$ cat config.mk
export PLATFORM = sky130hd
export DESIGN_NAME = chal_link_master
export DESIGN_NICKNAME = d
export VERILOG_FILES = /design/src/rtl/chal_link_master.sv
export SDC_FILE = /design/constraint.sdc
export NUM_CORES = 1
export LEC_CHECK = 0
export ABC_AREA = 1
export BUFFER_PORTS_ARGS = -buffer_cell sky130_fd_sc_hd__buf_2
export CAP_MARGIN = 20
export CORE_MARGIN = 2
export CORE_UTILIZATION = 30
export CTS_BUF_LIST = sky130_fd_sc_hd__clkbuf_16
export CTS_CLUSTER_DIAMETER = 150
export DETAILED_ROUTE_END_ITERATION = 10
export PLACE_DENSITY = 0.52
export SYNTH_ARGS = -nofsm -noshare
export SYNTH_HDL_FRONTEND = slang
export SYNTH_SLANG_ARGS = --single-unit
$ cat constraint.sdc
create_clock -name clk -period 4.7 [get_ports clk]
set_clock_uncertainty 0.2 [all_clocks]
set_input_delay 0.235 -clock clk [delete_from_list [all_inputs] [get_ports clk]]
set_output_delay 0.235 -clock clk [all_outputs]
set_load 0.05 [all_outputs]
$ cat src/rtl/chal_link_master.sv
// Host-side bit-serial master for the challenge slave: shifts a key out LSB first, pulses cs to latch it,
// then captures the response LSB first. Define CHAL_LINK_ABORT_EN to add the abort input.
module chal_link_master #(
    parameter int KEY_W       = 32,
    parameter int RESP_W      = 256,
    parameter int HALF_PERIOD = 1
) (
    input  logic              clk,
    input  logic              rst_n,
    input  logic              start,
    input  logic [KEY_W-1:0]  key,
`ifdef CHAL_LINK_ABORT_EN
    input  logic              abort,
`endif
    output logic              busy,
    output logic              done,
    output logic [RESP_W-1:0] resp,
    output logic              link_clk,
    output logic              link_cs,
    output logic              link_i,
    input  logic              link_o
);

    localparam int MAX_W = (KEY_W > RESP_W) ? KEY_W : RESP_W;
    localparam int CNT_W = (MAX_W > 1) ? $clog2(MAX_W) : 1;
    localparam int PH_W  = (HALF_PERIOD > 1) ? $clog2(HALF_PERIOD) : 1;

    localparam logic [CNT_W-1:0] KEY_LAST  = CNT_W'(KEY_W - 1);
    localparam logic [CNT_W-1:0] RESP_LAST = CNT_W'(RESP_W - 1);
    localparam logic [PH_W-1:0]  PH_LAST   = PH_W'(HALF_PERIOD - 1);

    typedef enum logic [2:0] {
        IDLE,
        SEND,
        LATCH,
        RECV,
        FIN
    } state_t;

    state_t             state_reg, state_next;
    logic [CNT_W-1:0]   bit_cnt_reg, bit_cnt_next;
    logic [PH_W-1:0]    phase_reg, phase_next;
    logic [KEY_W-1:0]   shift_reg, shift_next;
    logic [RESP_W-1:0]  resp_reg, resp_next;
    logic               link_clk_reg, link_clk_next;
    logic               link_cs_reg, link_cs_next;
    logic               link_i_reg, link_i_next;
    logic               busy_reg, busy_next;
    logic               done_reg, done_next;

    logic               phase_end;
    logic               clk_rise;
    logic               period_end;

    always_ff @(posedge clk or negedge rst_n) begin
        if (!rst_n) begin
            state_reg    <= IDLE;
            bit_cnt_reg  <= '0;
            phase_reg    <= '0;
            shift_reg    <= '0;
            resp_reg     <= '0;
            link_clk_reg <= 1'b0;
            link_cs_reg  <= 1'b1;
            link_i_reg   <= 1'b0;
            busy_reg     <= 1'b0;
            done_reg     <= 1'b0;
        end else begin
            state_reg    <= state_next;
            bit_cnt_reg  <= bit_cnt_next;
            phase_reg    <= phase_next;
            shift_reg    <= shift_next;
            resp_reg     <= resp_next;
            link_clk_reg <= link_clk_next;
            link_cs_reg  <= link_cs_next;
            link_i_reg   <= link_i_next;
            busy_reg     <= busy_next;
            done_reg     <= done_next;
        end
    end

    always_comb begin
        state_next    = state_reg;
        bit_cnt_next  = bit_cnt_reg;
        phase_next    = phase_reg;
        shift_next    = shift_reg;
        resp_next     = resp_reg;
        link_clk_next = link_clk_reg;
        link_cs_next  = link_cs_reg;
        link_i_next   = link_i_reg;
        busy_next     = busy_reg;
        done_next     = 1'b0;

        phase_end  = (phase_reg == PH_LAST);
        clk_rise   = phase_end && !link_clk_reg;
        period_end = phase_end && link_clk_reg;

        // Link clock runs low-then-high for every bit period while a transfer is active
        if (state_reg == SEND || state_reg == LATCH || state_reg == RECV) begin
            if (phase_end) begin
                phase_next    = '0;
                link_clk_next = ~link_clk_reg;
            end else begin
                phase_next = phase_reg + 1'b1;
            end
        end

        case (state_reg)
            IDLE, FIN: begin
                state_next    = IDLE;
                link_clk_next = 1'b0;
                link_cs_next  = 1'b1;
                link_i_next   = 1'b0;
                busy_next     = 1'b0;
                // FIN accepts start too, so a request arriving with done runs back-to-back
                if (start) begin
                    state_next   = SEND;
                    busy_next    = 1'b1;
                    link_cs_next = 1'b0;
                    link_i_next  = key[0];
                    shift_next   = key >> 1;
                    phase_next   = '0;
                    bit_cnt_next = '0;
                end
            end
            SEND: begin
                if (period_end) begin
                    if (bit_cnt_reg == KEY_LAST) begin
                        state_next   = LATCH;
                        link_cs_next = 1'b1;
                        link_i_next  = 1'b0;
                        bit_cnt_next = '0;
                    end else begin
                        bit_cnt_next = bit_cnt_reg + 1'b1;
                        link_i_next  = shift_reg[0];
                        shift_next   = shift_reg >> 1;
                    end
                end
            end
            LATCH: begin
                if (period_end) begin
                    state_next   = RECV;
                    link_cs_next = 1'b0;
                    bit_cnt_next = '0;
                end
            end
            RECV: begin
                if (clk_rise) begin
                    resp_next = {link_o, resp_reg[RESP_W-1:1]};
                end
                if (period_end) begin
                    if (bit_cnt_reg == RESP_LAST) begin
                        state_next    = FIN;
                        link_clk_next = 1'b0;
                        link_cs_next  = 1'b1;
                        busy_next     = 1'b0;
                        done_next     = 1'b1;
                    end else begin
                        bit_cnt_next = bit_cnt_reg + 1'b1;
                    end
                end
            end
            default: begin
                state_next = IDLE;
            end
        endcase

`ifdef CHAL_LINK_ABORT_EN
        // busy is low in IDLE and FIN, so a coincident start always wins there
        if (abort && busy_reg) begin
            state_next    = IDLE;
            bit_cnt_next  = '0;
            phase_next    = '0;
            resp_next     = '0;
            link_clk_next = 1'b0;
            link_cs_next  = 1'b1;
            link_i_next   = 1'b0;
            busy_next     = 1'b0;
            done_next     = 1'b0;
        end
`endif
    end

    assign busy     = busy_reg;
    assign done     = done_reg;
    assign resp     = resp_reg;
    assign link_clk = link_clk_reg;
    assign link_cs  = link_cs_reg;
    assign link_i   = link_i_reg;

endmodule

==> results.txt <==
The number of maximum-capacitance constraint violations came out at 0. The library cells used most frequently in the layout, excluding fill and tap cells, are 303 x dfrtp_1, 295 x buf_2, 202 x nand2_1, 157 x o21ai_1, 145 x inv_1. The number of clock buffers inserted by TritonCTS is 36. The clock period minus final worst setup slack came out at 2.92 ns. Once layout is done, the placed cells without fillers occupy 15300 um2.

The critical path is of the reg2reg type. The count of endpoints failing hold in the final timing report came out at 0. The synthesis warning total came out at 0. The detailed router finished its first iteration with 503 violations. The initial antenna violation count is 0. After clock tree synthesis, the clock-pin slew on the worst setup and hold paths is 0.05 ns. Summed over all layers, the routed wires come to 29.2 mm. The slowest stage of the critical path is the nor2_2 cell. The number of buffer cells added on primary ports came out at 296. The via count of the first global-routing pass is 8719. The number of H-tree levels came out at 2. The non-filler instance count after layout came out at 2106.

The clock tree root driver cell is clkbuf_16. The signal on the critical path passes through inv_2 -> nand2_2 -> nor2_2 -> nand2_1 -> nand2_1 -> nand2_2 -> nand2_1 -> o21ai_1. The remaining routing DRC violations came out at 0. The routability congestion estimate came out at 0.801. For this configuration, the core starts out at a cell density of 0.306. The actual slew at the worst max-slew pin came out at 1.01 ns. Dividing the final minimum period by the clock period gives 0.622.

The floorplan row count is 72. The post-cts repair resize count is 0. The power per unit of standard cell area is 351 nW/um2.

The instance count of the mapped netlist is 1249. The first-pass GRT wire length is 47.5 mm. In this run the standard cell core region covers 38800 um2. The first-pass iteration count of the detailed router is 4. The final-report setup violation count came out at 0. Detailed placement finished with a half-perimeter wire length of 20.0 mm. The worst setup path is launched from a flop.

The antenna diode instance count is 0. The register with the most flip-flops in the layout has 256 of them. The antenna violation net count after detailed routing is 0. The run finished with clean final reports. The die extent in x is 203 um. The dominant cell type by count on the critical path is nand2_1.

The leakage component of the power came out at 8.22 nW. After synthesis the cells add up to 11900 um2. Across every metal layer, demand over resource in global routing totals 0.142. The die area is 41200 um2. The net count of the mapped netlist came out at 1288. The register area share after synthesis came out at 0.641. In this design, the stage delay of the slowest critical-path cell is 0.72 ns.

The area share of the leading cell type in the synthesized netlist is 0.639. The count of nets after finishing came out at 1600. The number of clock sinks is 304. The total number of vias is 9146. Data on the critical path is required at its endpoint by 4.85 ns.

In the post-synthesis netlist, the biggest area contributors are dfrtp_1 64%, o21ai_1 6.6%, nand2_1 6.4%, a21oi_1 5.4%, nor2_1 4.6%. The number of slew-limit violations in the final report is 0. The fraction of final layout cells with drive strength greater than 1 is 0.250. The cell family contributing the most delay on the critical path is simple AND/OR/NAND/NOR gates. The cell area after placement is 13800 um2. The number of enable-type register cells in the synthesized netlist is 0. The library cell occupying the most area in the post-synthesis netlist is dfrtp_1. The worst hold path belongs to the class in2async. The total power of the final layout came out at 5.36 mW. Along the worst path, the maximum fanout reaches 61. Setup repair after global routing left no endpoint under its margin.

Counting both buffers and inverters, the worst setup path holds a total of 1. Entering global routing, the biggest net connects 118 pins. In the synthesized netlist the async set-or-reset flop fraction comes to 1.00. Synthesis inferred 304 register bits. STA classifies the critical path endpoint as a flop. The sum of negative setup slack is 0 ns. The clock tree from TritonCTS is built. The worst relative slew slack is 0.321. A synthesized cell averages 9.50 um2.

The maximum VDD drop came out at 166 uV. The data arrival time of the worst path came out at 3.07 ns. The library cell used most frequently in the layout, excluding fill and tap cells, is dfrtp_1. The synthesis-to-finish area growth is 28.5%.

The residual overflow from global routing is 0. The average routed wire per standard cell is 13.9 um. The die extent in y came out at 203 um. The detail-routed via count per cell is 4.34.

The maximum clock frequency is 342 MHz. In this run, placement finished with an instance count of 2004. Clock latency on the worst-skew pair, taken at its later pin, is 0.51 ns. In this run the deepest clock path goes through 3 buffers.

The most used flip-flop cell after synthesis is dfrtp_1. The number of distinct standard cells referenced by the synthesized netlist came out at 29. The boundary pin count is 297.
## metrics by stage
step	setup WS [ns]	hold WS, ns	utilization
after floorplan	2.83	-0.261	-
after global placement	1.90	0.199	0.355
after detailed placement	1.75	0.195	0.355
after CTS	1.74	0.224	0.393
after global routing	1.40	0.267	0.393
final	1.78	0.174	0.393
## synthesized netlist by cell type, types with 2 or more instances
master	number
o21ai_0	35
mux2_1	2
nor2_2	4
o21ai_2	2
dfrtp_1	303
or2_2	31
ha_1	3
nand2_2	3
inv_1	137
buf_6	2
clkbuf_1	7
buf_2	55
inv_2	2
xor2_1	3
nand4_1	4
nand3_1	13
o21ai_1	157
nor2_1	144
buf_4	3
a21oi_1	128
nand2_1	203
## layout make-up
class	instances	area, um2
fillers	3878	23600
flip-flops and latches	304	7610
multi-input cells	738	3390
repair buffers	342	1980
clock buffers	37	926
well taps	518	648
inverters	139	522
clock inverters	28	175
## logic make-up after synthesis
logic type,after synthesis,synth area share
and+or+nand+nor,405,0.140
buffers and inverters,207,0.0736
muxes,2,0.00190
xor gates and xnor gates,3,0.00221
AOI/OAI and AO/OA,325,0.138
DFF,304,0.641
adders and majority gates,3,0.00316
## report_power, final
| part | total, mW | switching (mW) | internal (mW) |
|---|---|---|---|
| Combinational | 0.136 | 0.0861 | 0.0498 |
| Sequential | 2.63 | 0.00300 | 2.62 |
| Clock | 2.59 | 1.06 | 1.53 |
| Total | 5.36 | 1.15 | 4.20 |
## final timing paths
| path | startpoint | endpoint | slack, ns | cells past startpoint |
|---|---|---|---|---|
| min in group clk | shift_reg[30] | shift_reg[30] | 0.27 | 2 |
| setup reg to reg | state_reg[2] | shift_reg[26] | 1.78 | 8 |
| hold / removal | rst_n | resp[32] | 0.17 | 2 |
| hold reg to reg | shift_reg[30] | shift_reg[30] | 0.27 | 2 |
| max in group asynchronous | rst_n | resp[182] | 3.01 | 3 |
| setup / recovery | state_reg[2] | shift_reg[26] | 1.78 | 8 |
## what timing repair did
| action | CTS | global route |
|---|---|---|
| endpoints found under the hold margin | 150 | 0 |
| hold buffers | 37 | 0 |
| buffers inserted | 0 | 0 |
## layer usage
layer	vias up	track usage	wire length (um)
met3	41	0.0326	1850
met5	-	0	0
li1	4591	-	-
met4	0	0.0357	466
met1	4276	0.199	13600
met2	238	0.220	13300
(Power assumes the default switching activity.)
